`src/rtl/stopwatch_ctrl.sv`:
```
// ============================================================================
// stopwatch_ctrl
//
// Control block for a two-button stopwatch. Each raw button is synchronised,
// debounced and edge-detected into a single press event. A four-state FSM
// (IDLE / RUN / PAUSE / LAP) reacts to those events. It drives a prescaler
// that emits a one-cycle TICK every TICK_DIV system clocks while the watch
// is running. It also drives the lap counter and the datapath clear pulse.
//
// Parameters
//   TICK_DIV   system clock cycles per stopwatch tick (>= 2)
//   DB_CYCLES  consecutive stable cycles needed to accept a new button level
//
// Ports
//   CLK             in   system clock, rising edge
//   RESET_N         in   asynchronous active-low reset
//   BTN_START_STOP  in   raw start/stop button, active-high, asynchronous
//   BTN_LAP_RESET   in   raw lap/reset button, active-high, asynchronous
//   TICK            out  one-cycle count enable for the datapath
//   RUNNING         out  high in RUN and LAP
//   SW_CLEAR        out  one-cycle clear pulse after PAUSE -> IDLE
//   LAP_HOLD        out  high while in LAP (display frozen)
//   STATE           out  FSM state: 00 IDLE, 01 RUN, 10 PAUSE, 11 LAP
//   LAP_COUNT       out  laps taken since the last clear, saturating at 15
// ============================================================================
module stopwatch_ctrl #(
    parameter int TICK_DIV  = 100,
    parameter int DB_CYCLES = 4
) (
    input  logic       CLK,
    input  logic       RESET_N,
    input  logic       BTN_START_STOP,
    input  logic       BTN_LAP_RESET,
    output logic       TICK,
    output logic       RUNNING,
    output logic       SW_CLEAR,
    output logic       LAP_HOLD,
    output logic [1:0] STATE,
    output logic [3:0] LAP_COUNT
);

    localparam int CNT_W = (DB_CYCLES < 2) ? 1 : $clog2(DB_CYCLES);
    localparam int PRE_W = $clog2(TICK_DIV);

    localparam logic [CNT_W-1:0] DB_LAST  = CNT_W'(DB_CYCLES - 1);
    localparam logic [PRE_W-1:0] PRE_LAST = PRE_W'(TICK_DIV - 1);

    typedef enum logic [1:0] {
        IDLE  = 2'b00,
        RUN   = 2'b01,
        PAUSE = 2'b10,
        LAP   = 2'b11
    } state_t;

    // ------------------------------------------------------------------
    // Button front end: bit 0 = start/stop, bit 1 = lap/reset
    // ------------------------------------------------------------------
    logic [1:0]       btn_raw;
    logic [1:0]       sync_a;
    logic [1:0]       sync_b;
    logic [1:0]       db_level;
    logic [1:0]       db_level_q;
    logic [CNT_W-1:0] db_cnt [2];
    logic [1:0]       press_ev;

    assign btn_raw = {BTN_LAP_RESET, BTN_START_STOP};

    always_ff @(posedge CLK or negedge RESET_N) begin
        if (!RESET_N) begin
            // NOTE: the debounced levels clear to 0 on reset. A button still
            // held when reset releases therefore shows a fresh 0->1 edge and
            // counts as a new press.
            sync_a     <= '0;
            sync_b     <= '0;
            db_level   <= '0;
            db_level_q <= '0;
            for (int i = 0; i < 2; i++) begin
                db_cnt[i] <= '0;
            end
        end else begin
            // NOTE: non-blocking assignments make each flop sample the value
            // its source held before this edge. That is what turns sync_a and
            // sync_b into two real pipeline stages.
            sync_a     <= btn_raw;
            sync_b     <= sync_a;
            db_level_q <= db_level;
            for (int i = 0; i < 2; i++) begin
                if (sync_b[i] == db_level[i]) begin
                    db_cnt[i] <= '0;
                end else if (db_cnt[i] == DB_LAST) begin
                    db_level[i] <= sync_b[i];
                    db_cnt[i]   <= '0;
                end else begin
                    db_cnt[i] <= db_cnt[i] + CNT_W'(1);
                end
            end
        end
    end

    // The debounced level rose on the previous edge.
    assign press_ev = db_level & ~db_level_q;

    // ------------------------------------------------------------------
    // FSM, prescaler, lap counter
    // ------------------------------------------------------------------
    state_t           state_q;
    state_t           state_d;
    logic [PRE_W-1:0] presc_q;
    logic [PRE_W-1:0] presc_d;
    logic [3:0]       lap_cnt_q;
    logic [3:0]       lap_cnt_d;
    logic             tick_q;
    logic             tick_d;
    logic             sw_clear_q;
    logic             sw_clear_d;
    logic             running_q;
    logic             running_d;
    logic             lap_hold_q;
    logic             lap_hold_d;
    logic             run_now;
    logic             run_next;

    always_comb begin
        // NOTE: every signal gets a default before any branch. A path that
        // leaves one unassigned would otherwise infer a latch.
        state_d    = state_q;
        presc_d    = presc_q;
        lap_cnt_d  = lap_cnt_q;
        tick_d     = 1'b0;
        sw_clear_d = 1'b0;

        // Start/stop wins when both events arrive in the same cycle.
        unique case (state_q)
            IDLE:    if (press_ev[0]) state_d = RUN;
            RUN:     if (press_ev[0]) state_d = PAUSE;
                     else if (press_ev[1]) state_d = LAP;
            PAUSE:   if (press_ev[0]) state_d = RUN;
                     else if (press_ev[1]) state_d = IDLE;
            LAP:     if (press_ev[0]) state_d = PAUSE;
                     else if (press_ev[1]) state_d = RUN;
            default: state_d = IDLE;
        endcase

        run_now  = (state_q == RUN) || (state_q == LAP);
        run_next = (state_d == RUN) || (state_d == LAP);

        // The prescaler keeps counting through the edge on which a stop
        // lands. It only wraps, and only ticks, if the watch stays running.
        // When a stop arrives at the last count, the prescaler parks there,
        // and the tick fires on the first running edge after the restart.
        if (run_now) begin
            if (presc_q != PRE_LAST) begin
                presc_d = presc_q + PRE_W'(1);
            end else if (run_next) begin
                presc_d = '0;
                tick_d  = 1'b1;
            end
        end
        if (state_d == IDLE) begin
            presc_d = '0;
        end

        if (state_q == RUN && state_d == LAP && lap_cnt_q != 4'd15) begin
            lap_cnt_d = lap_cnt_q + 4'd1;
        end
        if (state_q == PAUSE && state_d == IDLE) begin
            lap_cnt_d  = '0;
            sw_clear_d = 1'b1;
        end

        running_d  = run_next;
        lap_hold_d = (state_d == LAP);
    end

    always_ff @(posedge CLK or negedge RESET_N) begin
        if (!RESET_N) begin
            state_q    <= IDLE;
            presc_q    <= '0;
            lap_cnt_q  <= '0;
            tick_q     <= 1'b0;
            sw_clear_q <= 1'b0;
            running_q  <= 1'b0;
            lap_hold_q <= 1'b0;
        end else begin
            state_q    <= state_d;
            presc_q    <= presc_d;
            lap_cnt_q  <= lap_cnt_d;
            tick_q     <= tick_d;
            sw_clear_q <= sw_clear_d;
            running_q  <= running_d;
            lap_hold_q <= lap_hold_d;
        end
    end

    assign STATE     = state_q;
    assign LAP_COUNT = lap_cnt_q;
    assign TICK      = tick_q;
    assign SW_CLEAR  = sw_clear_q;
    assign RUNNING   = running_q;
    assign LAP_HOLD  = lap_hold_q;

endmodule
```
`config.mk`:
```
export PLATFORM = sky130hd
export DESIGN_NAME = stopwatch_ctrl
export DESIGN_NICKNAME = d
export VERILOG_FILES = /design/src/rtl/stopwatch_ctrl.sv
export SDC_FILE = /design/constraint.sdc
export NUM_CORES = 1
export LEC_CHECK = 0
export BUFFER_PORTS_ARGS = -buffer_cell sky130_fd_sc_hd__clkbuf_2
export CAP_MARGIN = 20
export CORE_MARGIN = 1
export CORE_UTILIZATION = 38
export CTS_BUF_LIST = sky130_fd_sc_hd__clkbuf_16
export CTS_CLUSTER_SIZE = 20
export DETAILED_ROUTE_END_ITERATION = 7
export RECOVER_POWER = 100
export REMOVE_ABC_BUFFERS = 1
export SLEW_MARGIN = 5
export SYNTH_ARGS = -nofsm -noshare
export SYNTH_HDL_FRONTEND = slang
export SYNTH_SLANG_ARGS = --single-unit
export TNS_END_PERCENT = 1
```
`constraint.sdc`:
```
create_clock -name CLK -period 1.4 [get_ports CLK]
set_input_delay 0.14 -clock CLK [delete_from_list [all_inputs] [get_ports CLK]]
set_output_delay 0.14 -clock CLK [all_outputs]
set_load 0.005 [all_outputs]
```
-- Yosys cells after proc, flatten, opt, wreduce, memory -nomap -nowiden
Cells that the tools add are included.
- bits of input ports: 4
- register bits: 29
- output and inout bits: 10
- word-level logic and storage cells: 68
- reductions and logical operators: 13
- $add $sub $neg: 4
- mux-type cells: 22
- bitwise operators: 4
- equal/unequal tests: 11
- operators by type and width (kind ; number):
    7-bit two-way mux ; 4
    2-bit two-way mux ; 11
    2-bit equality test (second input constant) ; 5
    4-bit two-way mux ; 2
    2-bit case mux with 4 select lines ; 1
    7-bit by 1-bit adder with 7-bit output (second input constant) ; 1
    7-bit inequality test (second input constant) ; 1
    2-bit AND reduction ; 3
    2-bit by 1-bit adder with 2-bit output (second input constant) ; 2
    4-bit by 1-bit adder with 4-bit output (second input constant) ; 1
    2-bit by 1-bit equality test with 1-bit output (second input constant) ; 2
    2-bit zero test ; 2
    1-bit two-way mux ; 4
    4-bit inequality test (second input constant) ; 1
    2-bit nonzero test ; 2
    1-bit logical AND ; 3
    3-bit nonzero test ; 1
    2-bit bitwise AND ; 1
    1-bit equality test ; 2
    1-bit logical OR ; 2
    1-bit inverter ; 2
    2-bit inverter ; 1

-- Logic depth before layout (Yosys ltp)
- depth after elaboration: 11
- gate-level depth with buffers: 5
- depth with buffers taken out: 5

-- Least setup slack after synthesis
Ideal clock, no wire load.
- path type: register to register
- from: register presc_q[0]
- to: register presc_q[5]
- buffers on the path: 0
- data arrival time: 1.379 ns
- cell stages (with the launch flop): 6
- setup time: 0.122 ns
- slack: -0.100 ns
- period minus slack after synthesis: 1.500 ns
- data required time: 1.278 ns
- cell sequence: dfrtp_1 ha_1 and4bb_2 nand3b_2 nand2b_1 a32o_1
- word-level cells in the longest chain between the ends: 4
- elaborated cells on any way between the ends: 7
- those cells by class: add/sub: 1; eq/ne: 1; mux: 3; reduce/logical: 2
- RTL lines (element ; line ; text):
    start, declared ; 108 ; logic [PRE_W-1:0] presc_q;
    start signal, assigned ; 186 ; presc_q <= presc_d;
    7-bit by 1-bit adder with 7-bit output / 7-bit inequality test (equally long branches) ; 153, 152 ;
    7-bit two-way mux ; 152 ; if (presc_q != PRE_LAST) begin
    7-bit two-way mux ; 151 ; if (run_now) begin
    7-bit two-way mux ; 159 ; if (state_d == IDLE) begin
Parallel ways exist; a longest one is shown, timed or not. The select of a mux whose other input is x is not followed.
A chain may end at the register's enable or synchronous reset.

-- Worst setup path in the final report
- from: register presc_q[0]
- to: register presc_q[1]
The elaborated chain is that of the path after synthesis.

==> reports/results.tsv <==
stage	metric	value	unit
sta	fin. max-slew vios	0	
synthesis	FFs w/ async S/R, synth	100	%
clock_network	CTS buffer count	3	
worst_setup_path	Critical Path Source Type	register	
clock_network	Clock Path Buffers	2	
status	status	finished, violations left	
grt	global-route wire length before repair	4200	microns
floorplan	FP Rows	20	
clock_network	CTS tree	done	
worst_setup_path	Worst setup EP type	register	
cells_and_area	commonest non-fill, non-tap cells in the layout	dfrtp_1 (27), buf_4 (16), clkbuf_2 (10)	
route	Final ANT Viol Nets	0	
sta	slew margin rel.	54.5	%
clock_network	clock sink count	28	
synthesis	synthesized flop and latch total	28	
route	per-cell routed wire length	12.9	microns
worst_setup_path	worst path cell trace	ha_2, and4bb_2, nand3b_4, buf_4, a32o_1	
cells_and_area	most common cell after layout, fill and taps aside	dfrtp_1	
floorplan	Core ar.	3080	sq um
clock_network	clock latency on the worst-skew pair	0.26	ns
cells_and_area	fillers	276	
route	vias	920	
status	failing checks	negative setup slack	
worst_setup_path	r2r setup slk	-0.01	ns
synthesis	EDFF count, synth	0	
grt	GRT Max-Usage Layer	met2	
power_and_ir_drop	final total power	3.40	mW
cells_and_area	ANT cells	0	
place	Detailed Place HPWL	1590	microns
route	WL final	2370	microns
place	GPL Wtd Cong	0.894	
min_path	Hold Startpoint	sync_a[0]	
route	drc violations	0	
cells_and_area	Nets	149	
sta	Hold Slack	0.350	ns
power_and_ir_drop	Power Dens Cells	2020	nW/um^2
sta	Hold Violations, Final	0	
worst_setup_path	worst flop-to-flop path startpoint	presc_q[0]	
floorplan	Die Area	3520	sq um
floorplan	chip height	59.3	microns
sta	RSZ-0062 raised after global routing	yes	
grt	Global Route met3 Usage	5.90	%
route	number of DRC markers in iteration 0	21	
run	Max Cap Viol	0	
route	Vias/cell	5.00	
cells_and_area	Multi-input gate area	574	sq um
min_path	HP Class	reg -> reg	
floorplan	Starting Density	40.6	%
sta	worst slew pin tran	0.682	ns
power_and_ir_drop	maximum vdd ir drop	1.31	mV
route	Pre-antenna DRT Iters	4	
cells_and_area	area grow syn2layout	34.7	%
synthesis	Syn. warnings	0	
worst_setup_path	Worst EP required	1.55	ns
grt	vias in the first global route	963	
worst_setup_path	slowest CP cell	dfrtp_1	
power_and_ir_drop	LEAKAGE	0.810	nW
place	Post-Place Worst Slack	-0.0372	ns
synthesis	average size of a mapped cell	12.0	sq um
clock_network	CTS clk-pin slew, worst paths	0.06	ns
grt	met2 Resource Use GR	27.9	%
grt	GRT Residual Overflow	0	
clock_network	H-tree depth	1	
grt	met1 Use GR	18.7	%
worst_setup_path	Worst R2R Path Depth	5	
cells_and_area	final core occ	54.6	%
grt	initial antenna violation count	0	
synthesis	synthesized area	1250	sq um
worst_setup_path	cell family with most CP delay	simple AND/OR/NAND/NOR gates	
sta	fin crit share	101	%
worst_setup_path	Critical R2R Capture	presc_q[1]	
cells_and_area	FF+latch area	702	sq um
place	port bufs	13	
synthesis	sequential-to-total area share from yosys stat	56.1	%
synthesis	Gate Count Post-Synth	104	
clock_network	CTS root buffer	clkbuf_16	
sta	crit path setup slack, layout	-0.0131	ns
min_path	Hold Crit Endpoint	sync_b[0]	
sta	endpoints failing setup	2	
min_path	Min-Delay Path Depth	0	
floorplan	I/O Pins	14	
synthesis	Netlist cell types	39	
worst_setup_path	CP peak stage delay	0.35	ns
floorplan	Die W	59.3	microns
sta	Fin Setup TNS	-0.0138	ns
sta	minimum clock period	1.41	ns
sta	Clock Skew	0.00171	ns
worst_setup_path	CP max FO	7	
grt	gr usage total	16.3	%
worst_setup_path	critical path class	reg -> reg	
synthesis	prevailing post-synth register cell	dfrtp_1	
cells_and_area	fraction of layout cells with a size suffix above 1	35.7	%
grt	largest net degree at the start of global routing	29	
worst_setup_path	CP arrival	1.56	ns
worst_setup_path	Buffers & Inverters on Critical Path	1	
sta	max frequency	708	MHz
==> registers in the layout, summed over array words and instances, names as in the netlist <==
register    flops
presc_q         7
LAP_COUNT       4
db_cnt          4
STATE           2
db_level        2
db_level_q      2
sync_a          2
sync_b          2
LAP_HOLD        1
SW_CLEAR        1
TICK            1
==> power breakdown <==
group / switching (mW) / internal (mW) / leakage (nW)
Combinational: 0.656 / 0.694 / 0.401
Sequential: 0.178 / 1.05 / 0.358
Clock: 0.259 / 0.569 / 0.0511
==> worst max path at each step <==
stage | startpoint | slack (ns) | endpoint | cells after the start
final | presc_q[0] | -0.01 | presc_q[1] | 5
after detailed placement | db_level_q[1] | -0.04 | LAP_COUNT[1] | 4
after floorplan | STATE[0] | -0.12 | LAP_COUNT[0] | 3
after global placement | db_level_q[1] | -0.02 | LAP_COUNT[0] | 4
after CTS | presc_q[0] | -0.002 | presc_q[5] | 5
after global routing | presc_q[0] | -0.08 | presc_q[6] | 6
==> what timing repair did <==
item,in CTS,in global routing
buffers inserted,0,2
setup endpoints to repair,7,10
hold endpoints to repair,30,0
hold buffers,3,0
pin swaps,0,4
resized for setup,4,10
==> synthesized netlist by cell type, types with 2 or more instances <==
cell type | instances | share of area [%]
a32o_1 | 2 | 1.6
and2_1 | 2 | 1.0
buf_2 | 3 | 1.2
dfrtp_1 | 28 | 56
ha_1 | 4 | 4.0
inv_1 | 2 | 0.60
mux2_2 | 2 | 1.8
mux2i_1 | 2 | 1.6
nand2_1 | 6 | 1.8
nand2b_1 | 3 | 1.5
nand3_1 | 8 | 3.2
nand4_1 | 3 | 1.5
nor2_1 | 2 | 0.60
nor2b_1 | 2 | 1.0
nor3_1 | 3 | 1.2
o21ai_0 | 3 | 1.2
o21ai_1 | 2 | 0.80
o22ai_1 | 2 | 1.0
xnor2_1 | 4 | 2.8
xor2_1 | 2 | 1.4
==> cell type report <==
| cell class | instances | share of cell area [%] |
|---|---|---|
| clock inverter | 1 | 1.79 |
| timing repair buffer | 36 | 13.9 |
| sequential | 28 | 41.7 |
| clock buffer | 3 | 4.46 |
| inverter | 3 | 0.670 |
| tap | 44 | 3.27 |
| multi-input combinational | 69 | 34.2 |
==> routing by layer <==
| metal | vias to the layer above | part of all wire [%] | routed length (microns) |
|---|---|---|---|
| li1 | 449 | - | - |
| met1 | 451 | 42 | 1000 |
| met2 | 18 | 53 | 1250 |
| met3 | 2 | 4.2 | 100 |
| met4 | 0 | 0.84 | 20 |
| met5 | - | 0 | 0 |
==> metrics by stage <==
step                      instance area [sq um]  instances
after floorplan                            1230        100
after global placement                     1480        175
after detailed placement                   1480        175
after CTS                                  1640        182
after global routing                       1680        184
final                                      1680        184
==> cell families (layout without fill, tap and decap cells) <==
family | count (synthesis) | count (layout) | synth area share, %
AOI/OAI and AO/OA | 18 | 18 | 10.2
xor gates and xnor gates | 6 | 6 | 4.21
adders and majority gates | 4 | 4 | 4.01
buffers and inverters | 7 | 43 | 2.71
DFF | 28 | 28 | 56.1
muxes | 4 | 4 | 3.41
and+or+nand+nor | 37 | 37 | 19.3
(Power assumes the default switching activity.)
